## config.mk

```make
export PLATFORM = sky130hd
export DESIGN_NAME = arb_rr_fsm
export DESIGN_NICKNAME = d
export VERILOG_FILES = /design/src/rtl/arb_rr_fsm.sv
export SDC_FILE = /design/constraint.sdc
export NUM_CORES = 1
export LEC_CHECK = 0
export BUFFER_PORTS_ARGS = -buffer_cell sky130_fd_sc_hd__buf_4
export CAP_MARGIN = 20
export CORE_MARGIN = 2
export CORE_UTILIZATION = 38
export CTS_BUF_LIST = sky130_fd_sc_hd__clkbuf_16
export DETAILED_ROUTE_END_ITERATION = 8
export GPL_ROUTABILITY_DRIVEN = 0
export MAX_ROUTING_LAYER = met4
export PLACE_DENSITY = 0.56
export SLEW_MARGIN = 30
export SYNTH_ARGS = -nofsm -noshare
export SYNTH_HDL_FRONTEND = slang
export SYNTH_SLANG_ARGS = --single-unit
```

## constraint.sdc

```tcl
create_clock -name clock -period 2.3 [get_ports clock]
set_clock_uncertainty 0.2 [all_clocks]
set_input_delay 0.115 -clock clock [delete_from_list [all_inputs] [get_ports clock]]
set_output_delay 0.115 -clock clock [all_outputs]
set_load 0.05 [all_outputs]
```

## src/rtl/arb_rr_fsm.sv

```systemverilog
// N-requester bus arbiter: fixed-priority or round-robin selection with a
// registered one-hot grant and a max-hold timeout that forces rotation under contention.
module arb_rr_fsm #(
  parameter int N_REQ    = 4,
  parameter int MAX_HOLD = 8,
  parameter int ID_W     = $clog2(N_REQ),
  parameter int CNT_W    = $clog2(MAX_HOLD) + 1
) (
  input  logic             clock,
  input  logic             reset,
  input  logic [N_REQ-1:0] req,
  input  logic             mode,
  output logic [N_REQ-1:0] gnt,
  output logic [ID_W-1:0]  gnt_id,
  output logic             gnt_valid
);

  localparam logic IDLE  = 1'b0;
  localparam logic GRANT = 1'b1;

  localparam logic [CNT_W-1:0] HOLD_LAST = CNT_W'(MAX_HOLD - 1);
  localparam logic [N_REQ-1:0] ONE_BIT   = N_REQ'(1);

  logic             state;
  logic [CNT_W-1:0] hold_cnt;
  logic [ID_W-1:0]  last_id;
  logic             grant_mode;

  logic [ID_W-1:0]  fp_win;
  logic [ID_W-1:0]  rr_win;
  logic             rr_found;
  logic [ID_W-1:0]  scan_idx;
  logic [ID_W-1:0]  winner;
  logic             others_req;
  logic             release_now;

  // Fixed priority: lowest set index wins, so scan downward and keep the last hit.
  always_comb begin
    fp_win = '0;
    for (int i = N_REQ - 1; i >= 0; i--) begin
      if (req[i]) begin
        fp_win = ID_W'(i);
      end
    end
  end

  // Round robin: first set bit after the previous winner, wrapping modulo N_REQ.
  always_comb begin
    rr_win   = '0;
    rr_found = 1'b0;
    scan_idx = '0;
    for (int k = 1; k <= N_REQ; k++) begin
      scan_idx = ID_W'((int'(last_id) + k) % N_REQ);
      if (!rr_found && req[scan_idx]) begin
        rr_win   = scan_idx;
        rr_found = 1'b1;
      end
    end
  end

  assign winner = mode ? rr_win : fp_win;

  // The timeout uses the mode latched at arbitration, so a mode change mid-grant waits for IDLE.
  assign others_req  = |(req & ~gnt);
  assign release_now = !req[gnt_id] ||
                       (grant_mode && (hold_cnt == HOLD_LAST) && others_req);

  always_ff @(posedge clock) begin
    if (reset) begin
      state      <= IDLE;
      gnt        <= '0;
      gnt_id     <= '0;
      gnt_valid  <= 1'b0;
      hold_cnt   <= '0;
      last_id    <= ID_W'(N_REQ - 1);
      grant_mode <= 1'b0;
    end else begin
      case (state)
        IDLE: begin
          hold_cnt <= '0;
          if (|req) begin
            state      <= GRANT;
            gnt        <= ONE_BIT << winner;
            gnt_id     <= winner;
            gnt_valid  <= 1'b1;
            last_id    <= winner;
            grant_mode <= mode;
          end
        end
        GRANT: begin
          if (release_now) begin
            state     <= IDLE;
            gnt       <= '0;
            gnt_id    <= '0;
            gnt_valid <= 1'b0;
            hold_cnt  <= '0;
          end else if (hold_cnt != HOLD_LAST) begin
            hold_cnt <= hold_cnt + 1'b1;
          end
        end
        default: begin
          state     <= IDLE;
          gnt       <= '0;
          gnt_id    <= '0;
          gnt_valid <= 1'b0;
          hold_cnt  <= '0;
        end
      endcase
    end
  end

endmodule

```

==> flow_summary.yaml <==
critical_path:
  critical_path.startpoint: "hold_cnt[0]$_SDFFE_PP0P_"
  end_kind: "flip-flop"
  arrival_ns: 1.75
  cp-start-kind: "flip-flop"
  crit_fanout: 6
  reg2reg_from: "hold_cnt[0]$_SDFFE_PP0P_"
  worstSetupPathType: "reg2reg"
  cp.required_ns: 2.23
routing:
  drc: 0
  first_pass_iters: 4
  viasPerCell: 5.478
  vias: 734
  ant_nets: 0
  totalWireLength_mm: 1.749
  dr.first_iter.drc_count: 9
  wl_per_cell_um: 13.05
floorplanning:
  io-pin-count: 14
  die_h_um: 50.12
  rows: 16
  start_util_pct: 40.78
  core_mm2: 0.001982
  die_x_um: 50.12
  fp.dieArea_mm2: 0.002512
hold_path:
  hp-class: "in2reg"
  hold_start: "req[0]"
logic_synthesis:
  yosysMostFrequentCell: "dfxtp_1"
  synth_seq_cells: 15
  avgSynthCellArea_um2: 8.882
  synthTopCellsByArea: "dfxtp_1, nor2_1, a32o_1"
  ys_seq_area_share_pct: 37.15
  ys_types: 35
  synth.largest_area_cell: "dfxtp_1"
  synthTopCellsByCount: "dfxtp_1, nor2_1, a21oi_1, nand2b_1, o21ai_0"
  synth_top_cell_area_share_pct: 37.15
  synthesis.nets: 99
  synth_ff_type: "dfxtp_1"
  synthCells: 91
  synth-edff-count: 0
  syn_area_um2: 808.3
  yosysWarnings: 0
  synthArstFlopShare_pct: 0
cts:
  numCtsBuffers: 3
  root_buffer: "clkbuf_16"
  post_cts_buffers: 0
  clockBufferDepth: 2
  path_clk_slew_ns: 0.05
  htree_levels: 1
  clock_sinks: 15
  cts_tree: "built"
  clk_latency_ns: 0.24
sta:
  finalSetupViolCount: 0
  finalCriticalPeriod_ns: 1.824
  hold_viol_final: 0
  fmax_mhz: 548.1
  worst_pin_slew_ns: 0.5777
  tns_ns: 0
  rsz0062_at_grt: "false"
  finalMaxSlewViolations: 0
  relSlewSlack_pct: 60.98
  fin_crit_sh_pct: 79.32
pwr:
  p_leak_uw: 0.0004217
  total_power_uw: 829.2
  p_per_area_mw_per_mm2: 819.2
  vdd_drop_max_mv: 0.4628
cells_and_area:
  fin_util_pct: 51.07
  nets: 116
  diodes: 0
  area_growth_pct: 25.23
  drive_gt1_share_pct: 19.63
global_routing:
  antenna_found_initial: 0
  grt_pass1_wl_mm: 3.091
  grt_pass1_vias: 717
  grt_use_total_pct: 16.24
  gr-total-overflow: 0
  grt_max_degree: 11
job:
  maxCapViolations: 0
run_status:
  outcome: "completed"
placed_design:
  dp_hpwl_mm: 1.320
  port_buffers: 13
[through the flow]
stage	hold WS, ns	setup WS, ns	cells	area (µm²)
global placement	0.1470	0.5281	128	913.4
detailed placement	0.1466	0.4901	128	913.4
finish	0.08245	0.4755	134	1012
floorplan	0.05096	0.3314	91	808.3
CTS	0.08715	0.4773	134	1012
global route	0.1231	0.3243	134	1012
[sequential cells by signal (all words and copies together), names as in the netlist]
name,cells
gnt,4
state,1
hold_cnt,4
gnt_valid,1
gnt_id,2
grant_mode,1
last_id,2
[power by group]
part | switching (µW) | internal, µW | total (µW)
combinational | 117 | 77.1 | 194
sequential | 25.1 | 285 | 310
clock | 96.1 | 229 | 326
[cell type report]
type	instances	area [µm²]
multi-input combinational	70	470.5
inverter	3	11.26
clock inverter	1	3.754
sequential	15	300.3
clock buffer	3	75.07
fill	192	969.7
tap	27	33.78
timing repair buffer	15	117.6
[repair_timing]
item	CTS	global route
endpoints found under the hold margin	3	0
resized for setup	0	0
hold buffers	2	0
setup endpoints to repair	0	0
[worst max-delay path, stage by stage, from the launching register on]
cell and delay, ns:
dfxtp_1 0.36, ha_1 0.24, nand4b_1 0.13, a41oi_2 0.21, o21ai_2 0.08, and2_1 0.22, a32o_2 0.28
[cells in the final DEF (no fill, tap or decap), drive strengths merged, types with 2 or more instances in the layout]
| master | instances |
|---|---|
| nor2 | 12 |
| a32o | 5 |
| dlygate4sd3 | 2 |
| nand3b | 2 |
| clkbuf | 3 |
| dfxtp | 15 |
| mux2i | 3 |
| a31o | 2 |
| nand3 | 3 |
| nand2b | 6 |
| buf | 13 |
| and2 | 2 |
| o21ai | 7 |
| o21bai | 2 |
| nor3 | 3 |
| nand2 | 2 |
| inv | 4 |
| a21oi | 6 |
[final timing paths]
path	endpoint	cells past startpoint	slack [ns]
setup reg to reg	gnt[0]$_SDFFE_PP0P_	6	0.48
hold reg to reg	gnt_valid$_SDFFE_PP0P_	2	0.31
setup / recovery	gnt[0]$_SDFFE_PP0P_	6	0.48
hold / removal	last_id[1]$_SDFFE_PP1P_	4	0.08
[cells by family after synthesis]
kind of cell | synth area share, %
flip-flops | 37.15
adder cells (fa/ha/maj) | 1.548
XOR/XNOR | 1.084
AO/OA/AOI/OAI | 29.41
multiplexers | 5.108
AND/OR/NAND/NOR | 21.05
buffers and inverters | 4.643
[per-layer routing]
layer / global-route usage (%) / up-vias / part of all wire (%) / wire length [µm]
li1: - / 374 / - / -
met1: 22.35 / 346 / 53 / 931
met2: 23.68 / 12 / 43 / 753
met3: 2.727 / 2 / 2.9 / 51
met4: 6.019 / 0 / 0.74 / 13
met5: - / - / 0 / 0
(Power assumes the default switching activity.)
